## config.mk

```make
export PLATFORM = sky130hd
export DESIGN_NAME = sw_job_scheduler
export DESIGN_NICKNAME = d
export VERILOG_FILES = /design/src/rtl/sw_job_scheduler.sv
export SDC_FILE = /design/constraint.sdc
export NUM_CORES = 1
export LEC_CHECK = 0
export CAP_MARGIN = 20
export CORE_MARGIN = 2
export CORE_UTILIZATION = 56
export CTS_CLUSTER_DIAMETER = 120
export DETAILED_ROUTE_END_ITERATION = 16
export GPL_ROUTABILITY_DRIVEN = 0
export PLACE_DENSITY = 0.85
export SLEW_MARGIN = 20
export SYNTH_ARGS = -nofsm -noshare
export SYNTH_HDL_FRONTEND = slang
export SYNTH_SLANG_ARGS = --single-unit
```

## constraint.sdc

```tcl
create_clock -name clk -period 7.16 [get_ports clk]
set_clock_uncertainty 0.1 [all_clocks]
set_input_delay 2.148 -clock clk [delete_from_list [all_inputs] [get_ports clk]]
set_output_delay 2.148 -clock clk [all_outputs]
set_load 0.05 [all_outputs]
```

## src/rtl/sw_job_scheduler.sv

```systemverilog
// Job scheduler for a banded Smith-Waterman accelerator: queues jobs,
// sequences the accelerator with blanking and timeout, returns results in order.
module sw_job_scheduler #(
    parameter int DEPTH   = 4,
    parameter int TIMEOUT = 1000,
    parameter int BLANK   = 2
) (
    input  logic        clk,
    input  logic        reset_n,
    input  logic        in_valid,
    output logic        in_ready,
    input  logic [23:0] in_r,
    input  logic [23:0] in_q,
    input  logic [3:0]  in_tag,
    output logic        acc_start,
    output logic [23:0] acc_r,
    output logic [23:0] acc_q,
    input  logic        acc_ready,
    input  logic [29:0] acc_r_aligned,
    input  logic [29:0] acc_q_aligned,
    output logic        out_valid,
    input  logic        out_ready,
    output logic [29:0] out_r_aligned,
    output logic [29:0] out_q_aligned,
    output logic [3:0]  out_tag,
    output logic        out_err,
    output logic        busy,
    output logic [15:0] jobs_done
);
    localparam int AW   = $clog2(DEPTH);
    localparam int CW   = $clog2(DEPTH + 1);
    localparam int MAXC = (TIMEOUT > BLANK) ? TIMEOUT : BLANK;
    localparam int TW   = $clog2(MAXC + 2);

    localparam logic [CW-1:0] FULL   = CW'(DEPTH);
    localparam logic [TW-1:0] T_LAST = TW'(TIMEOUT - 1);
    localparam logic [TW-1:0] B_LAST = TW'(BLANK);

    typedef enum logic [2:0] {
        ST_IDLE,
        ST_START,
        ST_BLANK,
        ST_WAIT,
        ST_HOLD
    } state_t;

    state_t state;
    state_t state_nxt;

    logic [23:0]   mem_r   [DEPTH];
    logic [23:0]   mem_q   [DEPTH];
    logic [3:0]    mem_tag [DEPTH];
    logic [AW-1:0] wr_ptr;
    logic [AW-1:0] rd_ptr;
    logic [CW-1:0] count;

    logic [23:0]   job_r;
    logic [23:0]   job_q;
    logic [3:0]    job_tag;
    logic [TW-1:0] cnt;

    logic push;
    logic pop;
    logic load_job;
    logic take_ok;
    logic take_err;
    logic retire;

    // Full flag depends only on the registered count, never on a same-cycle pop.
    assign in_ready = count < FULL;
    assign push     = in_valid && in_ready;
    assign pop      = state == ST_START;
    assign load_job = state_nxt == ST_START;

    always_ff @(posedge clk) begin
        if (push) begin
            mem_r[wr_ptr]   <= in_r;
            mem_q[wr_ptr]   <= in_q;
            mem_tag[wr_ptr] <= in_tag;
        end
    end

    always_ff @(posedge clk or negedge reset_n) begin
        if (!reset_n) begin
            wr_ptr <= '0;
            rd_ptr <= '0;
            count  <= '0;
        end else begin
            if (push) wr_ptr <= wr_ptr + 1'b1;
            if (pop) rd_ptr <= rd_ptr + 1'b1;
            case ({push, pop})
                2'b10:   count <= count + 1'b1;
                2'b01:   count <= count - 1'b1;
                default: count <= count;
            endcase
        end
    end

    always_comb begin
        state_nxt = state;
        take_ok   = 1'b0;
        take_err  = 1'b0;
        retire    = 1'b0;
        unique case (state)
            ST_IDLE: begin
                if (count != '0) state_nxt = ST_START;
            end
            ST_START: begin
                state_nxt = (BLANK > 0) ? ST_BLANK : ST_WAIT;
            end
            ST_BLANK: begin
                if (cnt >= B_LAST) state_nxt = ST_WAIT;
            end
            ST_WAIT: begin
                // A completion in the timeout cycle still counts as success.
                if (acc_ready) begin
                    take_ok   = 1'b1;
                    state_nxt = ST_HOLD;
                end else if (cnt >= T_LAST) begin
                    take_err  = 1'b1;
                    state_nxt = ST_HOLD;
                end
            end
            ST_HOLD: begin
                if (out_ready) begin
                    retire    = 1'b1;
                    state_nxt = (count != '0) ? ST_START : ST_IDLE;
                end
            end
            default: state_nxt = ST_IDLE;
        endcase
    end

    always_ff @(posedge clk or negedge reset_n) begin
        if (!reset_n) begin
            state         <= ST_IDLE;
            job_r         <= '0;
            job_q         <= '0;
            job_tag       <= '0;
            cnt           <= '0;
            out_r_aligned <= '0;
            out_q_aligned <= '0;
            out_err       <= 1'b0;
            jobs_done     <= '0;
        end else begin
            state <= state_nxt;
            if (load_job) begin
                job_r   <= mem_r[rd_ptr];
                job_q   <= mem_q[rd_ptr];
                job_tag <= mem_tag[rd_ptr];
            end
            // cnt holds the number of cycles elapsed since the START cycle.
            if (state == ST_START) begin
                cnt <= TW'(1);
            end else if (state == ST_BLANK || state == ST_WAIT) begin
                cnt <= cnt + 1'b1;
            end
            if (take_ok) begin
                out_r_aligned <= acc_r_aligned;
                out_q_aligned <= acc_q_aligned;
                out_err       <= 1'b0;
            end else if (take_err) begin
                out_r_aligned <= '0;
                out_q_aligned <= '0;
                out_err       <= 1'b1;
            end
            if (retire) jobs_done <= jobs_done + 1'b1;
        end
    end

    assign acc_start = state == ST_START;
    assign acc_r     = job_r;
    assign acc_q     = job_q;
    assign out_tag   = job_tag;
    assign out_valid = state == ST_HOLD;
    assign busy      = state != ST_IDLE;

endmodule

```

Word level (Yosys, flattened, before mapping)
Memory sizes are Yosys's and may differ from the RTL's. A register that Yosys moved wholly into a read port is not among the register bits.
Index checks and enable logic that the tools add are counted.
W data, S select, Z words.
{"block": "word_totals", "regBits": 97, "ram_bits": 208, "out_inout_bits": 133, "memories": 3}
{"name": "mem_q", "words": 4, "word_bits": 24, "read_ports": 1, "rd_clocked_by_memory_dff": 1, "wr": 1, "line": "51", "rtl": "logic [23:0] mem_q [DEPTH];"}
{"name": "mem_r", "words": 4, "word_bits": 24, "read_ports": 1, "rd_clocked_by_memory_dff": 1, "wr": 1, "line": "50", "rtl": "logic [23:0] mem_r [DEPTH];"}
{"name": "mem_tag", "words": 4, "word_bits": 4, "read_ports": 1, "rd_clocked_by_memory_dff": 1, "wr": 1, "line": "52", "rtl": "logic [3:0] mem_tag [DEPTH];"}
{"block": "classes", "n_addsub": 6, "n_lt_le_gt_ge": 3, "n_eq_ne": 7, "mux": 24, "n_reduce_logical": 11}
{"cell": "$mux W30", "n": 3}
{"cell": "$mux W10", "n": 2}
{"cell": "$add A16 B1 Y16 const B", "n": 1}
{"cell": "$mux W3", "n": 5}
{"cell": "$pmux W3 S5", "n": 1}
{"cell": "$mux W1", "n": 12}
{"cell": "$add A10 B1 Y10 const B", "n": 1}
{"cell": "$ge A10 B10 Y1 const B", "n": 1}
{"cell": "$ge A10 B2 Y1 const B", "n": 1}
{"cell": "$eq A3 B1 Y1 const B", "n": 2}
{"cell": "$eq A3 B2 Y1 const B", "n": 2}
{"cell": "$pmux W3 S2", "n": 1}
{"cell": "$reduce_bool A2 Y1", "n": 3}
{"cell": "$reduce_bool A3 Y1", "n": 2}
{"cell": "$add A2 B1 Y2 const B", "n": 2}
{"cell": "$add A3 B1 Y3 const B", "n": 1}
{"cell": "$eq A3 B3 Y1 const B", "n": 1}
{"cell": "$logic_not A1 Y1", "n": 3}
{"cell": "$logic_not A3 Y1", "n": 1}
{"cell": "$lt A3 B3 Y1 const B", "n": 1}
{"cell": "$sub A3 B1 Y3 const B", "n": 1}
{"cell": "$eq A2 B1 Y1 const B", "n": 1}
{"cell": "$eq A2 B2 Y1 const B", "n": 1}
{"cell": "$logic_and A1 B1 Y1", "n": 1}
{"cell": "$logic_or A1 B1 Y1", "n": 1}

Depth between registers and ports, before layout
{"block": "logic_depth", "depth_word": 6, "ltp_mapped": 9}

Worst setup path after synthesis
OpenSTA, ideal clock, no wires.
{"block": "synth_path", "path_kind": "input-to-reg", "startpoint": "input port in_valid", "endpoint": "memory mem_q[0][0] (enable)", "setup_ps": 415, "arrival_time_ps": 3755, "required_ps": 6645, "path_slack_ps": 2890, "stages": 3, "path_buffers": 1, "cell_sequence": "nor2b_1 clkbuf_1 and2_1"}
{"block": "synth_via", "elab_chain_cells": 3}
{"element": "start: declaration", "line": "10", "rtl": "input logic in_valid,"}
{"element": "$logic_and A1 B1 Y1", "line": "71", "rtl": "assign push = in_valid && in_ready;"}
{"element": "$mux W1", "line": "76", "rtl": "if (push) begin"}
{"element": "$mux W1 (implied by the code)", "line": "78", "rtl": "mem_q[wr_ptr] <= in_q;"}
{"element": "end: declaration", "line": "51"}
Every way passes these cells.

Worst setup path in the final report
{"block": "layout_path", "startpoint": "register state[0]", "endpoint": "output port acc_start"}
{"block": "layout_via", "elab_chain_cells": 1}
{"element": "start: declaration", "line": "47", "rtl": "state_t state;"}
{"element": "start signal: assignment", "line": "146", "rtl": "state <= state_nxt;"}
{"element": "$eq A3 B1 Y1", "line": "171", "rtl": "assign acc_start = state == ST_START;"}
{"element": "end: declaration", "line": "15", "rtl": "output logic acc_start,"}
Every way passes these cells.

==> results.py <==
metrics = {
    "grt": {
        "first_global_vias": 7888,
        "grt_start_max_net_pins": 73,
        "grt_antenna_before_repair": 2,
        "globalRouteOverflowTotal": 0,
        "gr-usage-all-layers": 0.228,
        "grt_first_pass_wirelength_mm": 45.2,
    },
    "power": {
        "report.power.total_mw": 8.30,
        "p_leak_nw": 6.51,
        "vdd.ir_drop.worst_uv": 407,
        "power-per-cell-area_nw_per_um2": 475,
    },
    "floorplan": {
        "initial_utilization": 0.573,
        "fp.dieH_um": 159,
        "num_rows": 56,
        "core_region_area_um2": 23600,
        "die_w_um": 159,
        "die_area_um2": 25400,
        "boundaryPins": 250,
    },
    "sta": {
        "fin_crit_sh": 0.696,
        "finalHoldViolCount": 0,
        "tns_ns": 0,
        "worstMarginPinSlew_ns": 1.07,
        "finalWorstSetupSlack_ns": 2.18,
        "minimum_clock_period_ns": 4.98,
        "slew_headroom": 0.285,
        "rsz0062_at_grt": "false",
        "slew_viol_final": 0,
        "maxClockFrequency_mhz": 201,
        "holdWs_ns": 0.389,
        "setup_viol": 0,
    },
    "synthesis": {
        "postSynthCellCount": 708,
        "synthesis.yosys.warnings": 0,
        "postSynthNetCount": 834,
        "synth_area_per_cell_um2": 19.1,
        "post_synth_instance_area_um2": 13500,
        "synth_cell_type_count": 44,
        "yosysSeqAreaShare": 0.737,
        "ys_seq_elements": 357,
    },
    "placement": {
        "post_dp_cell_area_um2": 16200,
        "placement.setup.worst_slack_ns": 2.48,
        "dp_hpwl_mm": 18.2,
        "placement.io_buffers": 249,
        "placed_cells_incl_taps": 1249,
    },
    "finish": {
        "drive_above_1_share": 0.188,
        "flow.area_growth_from_synthesis_pct": 29.1,
        "layout.cells.non_filler": 1318,
        "post-route-util": 0.740,
        "most-common-layout-cells": "sky130_fd_sc_hd__clkdlybuf4s50_1 (248), sky130_fd_sc_hd__edfxtp_1 (208), sky130_fd_sc_hd__dfrtp_1 (147)",
        "layout.nets": 1096,
        "design_area_um2": 17500,
        "nFillCells": 1370,
        "diodes": 0,
        "layout_commonest_cell": "sky130_fd_sc_hd__clkdlybuf4s50_1",
    },
    "detailed_routing": {
        "drc": 0,
        "vias_per_cell": 5.69,
        "routedWlPerCell_um": 22.1,
        "drt_pass1_iterations": 7,
        "route.final.wire_length_mm": 29.1,
        "via_count": 7502,
        "ant_nets": 0,
        "initialDrtViolationCount": 489,
    },
    "hold_path": {
        "timing.hold.worst.class": "register to register",
    },
    "critical_path": {
        "crit_path_max_fanout": 8,
        "crit_required_ns": 4.91,
        "crit_path_start_kind": "register",
        "worstPathArrival_ns": 2.73,
        "worstSetupEndpointType": "output port",
        "worst-setup-path-type": "register to output port",
    },
    "cts": {
        "clkSlewWorstSetupHoldPaths_ns": 0.06,
        "cts_setup_buffers": 0,
        "cts_inserted_buffers": 37,
        "cts.htree.levels": 2,
        "cts_hold_buffers": 0,
        "cts-resized-gates": 0,
        "clock_sinks": 357,
        "tritoncts": "yes",
        "cts_max_path_buffers": 3,
        "cts_root_buf": "sky130_fd_sc_hd__clkbuf_16",
        "insertion_delay_ns": 0.52,
    },
    "job": {
        "drv.max_cap_violation_count": 0,
    },
    "outcome": {
        "run_status": "finished clean",
    },
}
==> area by class of cell <==
cell class | instances | area (um2) | area share
multi-input cells | 299 | 3230 | 0.185
repair buffers | 261 | 2600 | 0.149
clock buffers | 45 | 966 | 0.0553
flip-flops and latches | 357 | 9980 | 0.571
inverters | 14 | 52.6 | 0.00301
clock inverters | 23 | 258 | 0.0147
well taps | 319 | 399 | 0.0228
==> Yosys cell counts, drive strengths merged <==
library cell | count | area [um2]
ha | 8 | 100
or2 | 1 | 6.26
buf | 31 | 263
o21ai | 8 | 40.0
nand3 | 12 | 60.1
and2 | 4 | 25.0
or4 | 3 | 22.5
xnor2 | 17 | 149
o31ai | 1 | 21.3
inv | 14 | 52.6
a22o | 60 | 526
clkbuf | 7 | 26.3
fa | 1 | 20.0
xor2 | 4 | 35.0
edfxtp | 208 | 6250
or2b | 1 | 7.51
and4 | 1 | 8.76
o311a | 1 | 10.0
nor2b | 1 | 6.26
and4bb | 2 | 25.0
or3 | 1 | 6.26
nor4 | 2 | 12.5
dfrtp | 149 | 3730
a211oi | 1 | 7.51
nor3 | 7 | 46.3
a31oi | 2 | 12.5
mux4 | 52 | 1170
nor2 | 8 | 32.5
a21oi | 4 | 20.0
nand4 | 7 | 50.1
nand4bb | 1 | 11.3
o211ai | 3 | 22.5
mux2i | 4 | 40.0
nand2 | 21 | 86.3
and3 | 7 | 43.8
nand2b | 2 | 12.5
mux2 | 52 | 586
==> flip-flops by register name, indices dropped and copies added (netlist names), 3 cells and up <==
register       flops
acc_q             24
acc_r             24
cnt               10
count              3
jobs_done         16
mem_q             96
mem_r             96
mem_tag           16
out_q_aligned     30
out_r_aligned     30
out_tag            4
state              3
==> logic make-up (layout without fill, tap and decap cells) <==
family	count (synthesis)	count (layout)	synth area share
xor+xnor	21	21	0.0136
fa+ha+maj	9	9	0.00887
mux	108	108	0.133
buf+inv	52	343	0.0252
flops	357	357	0.737
simple gates	81	81	0.0342
compound gates	80	80	0.0487
==> where the power goes <==
part	total [mW]	internal [mW]	switching, mW
sequential	3.03	2.73	0.300
combinational	3.37	1.33	2.03
clock	1.90	1.12	0.778
total	8.30	5.18	3.11
==> final timing paths <==
path                                from       endpoint  slack (ns)  depth (start not counted)
setup / recovery                state[0]      acc_start        2.18                          3
hold / removal             jobs_done[15]  jobs_done[15]        0.39                          1
setup reg to reg                state[0]       count[2]        4.53                          8
hold reg to reg            jobs_done[15]  jobs_done[15]        0.39                          1
max in group asynchronous        reset_n      rd_ptr[0]        4.26                          2
min in group asynchronous        reset_n      acc_q[18]        1.40                          1
==> worst max-delay path, stage by stage (launching register included) <==
cell	delay, ns
sky130_fd_sc_hd__dfrtp_1	0.46
sky130_fd_sc_hd__inv_1	0.14
sky130_fd_sc_hd__nor3_1	0.67
sky130_fd_sc_hd__clkdlybuf4s50_1	0.95
==> metal layers <==
metal,routed length (um),vias to the layer above,track usage
met3,2290,35,0.0607
li1,-,3295,-
met4,423,2,0.0479
met2,14400,335,0.379
met5,13,-,0
met1,12000,3835,0.309
Power figures use the tool's default switching activity.
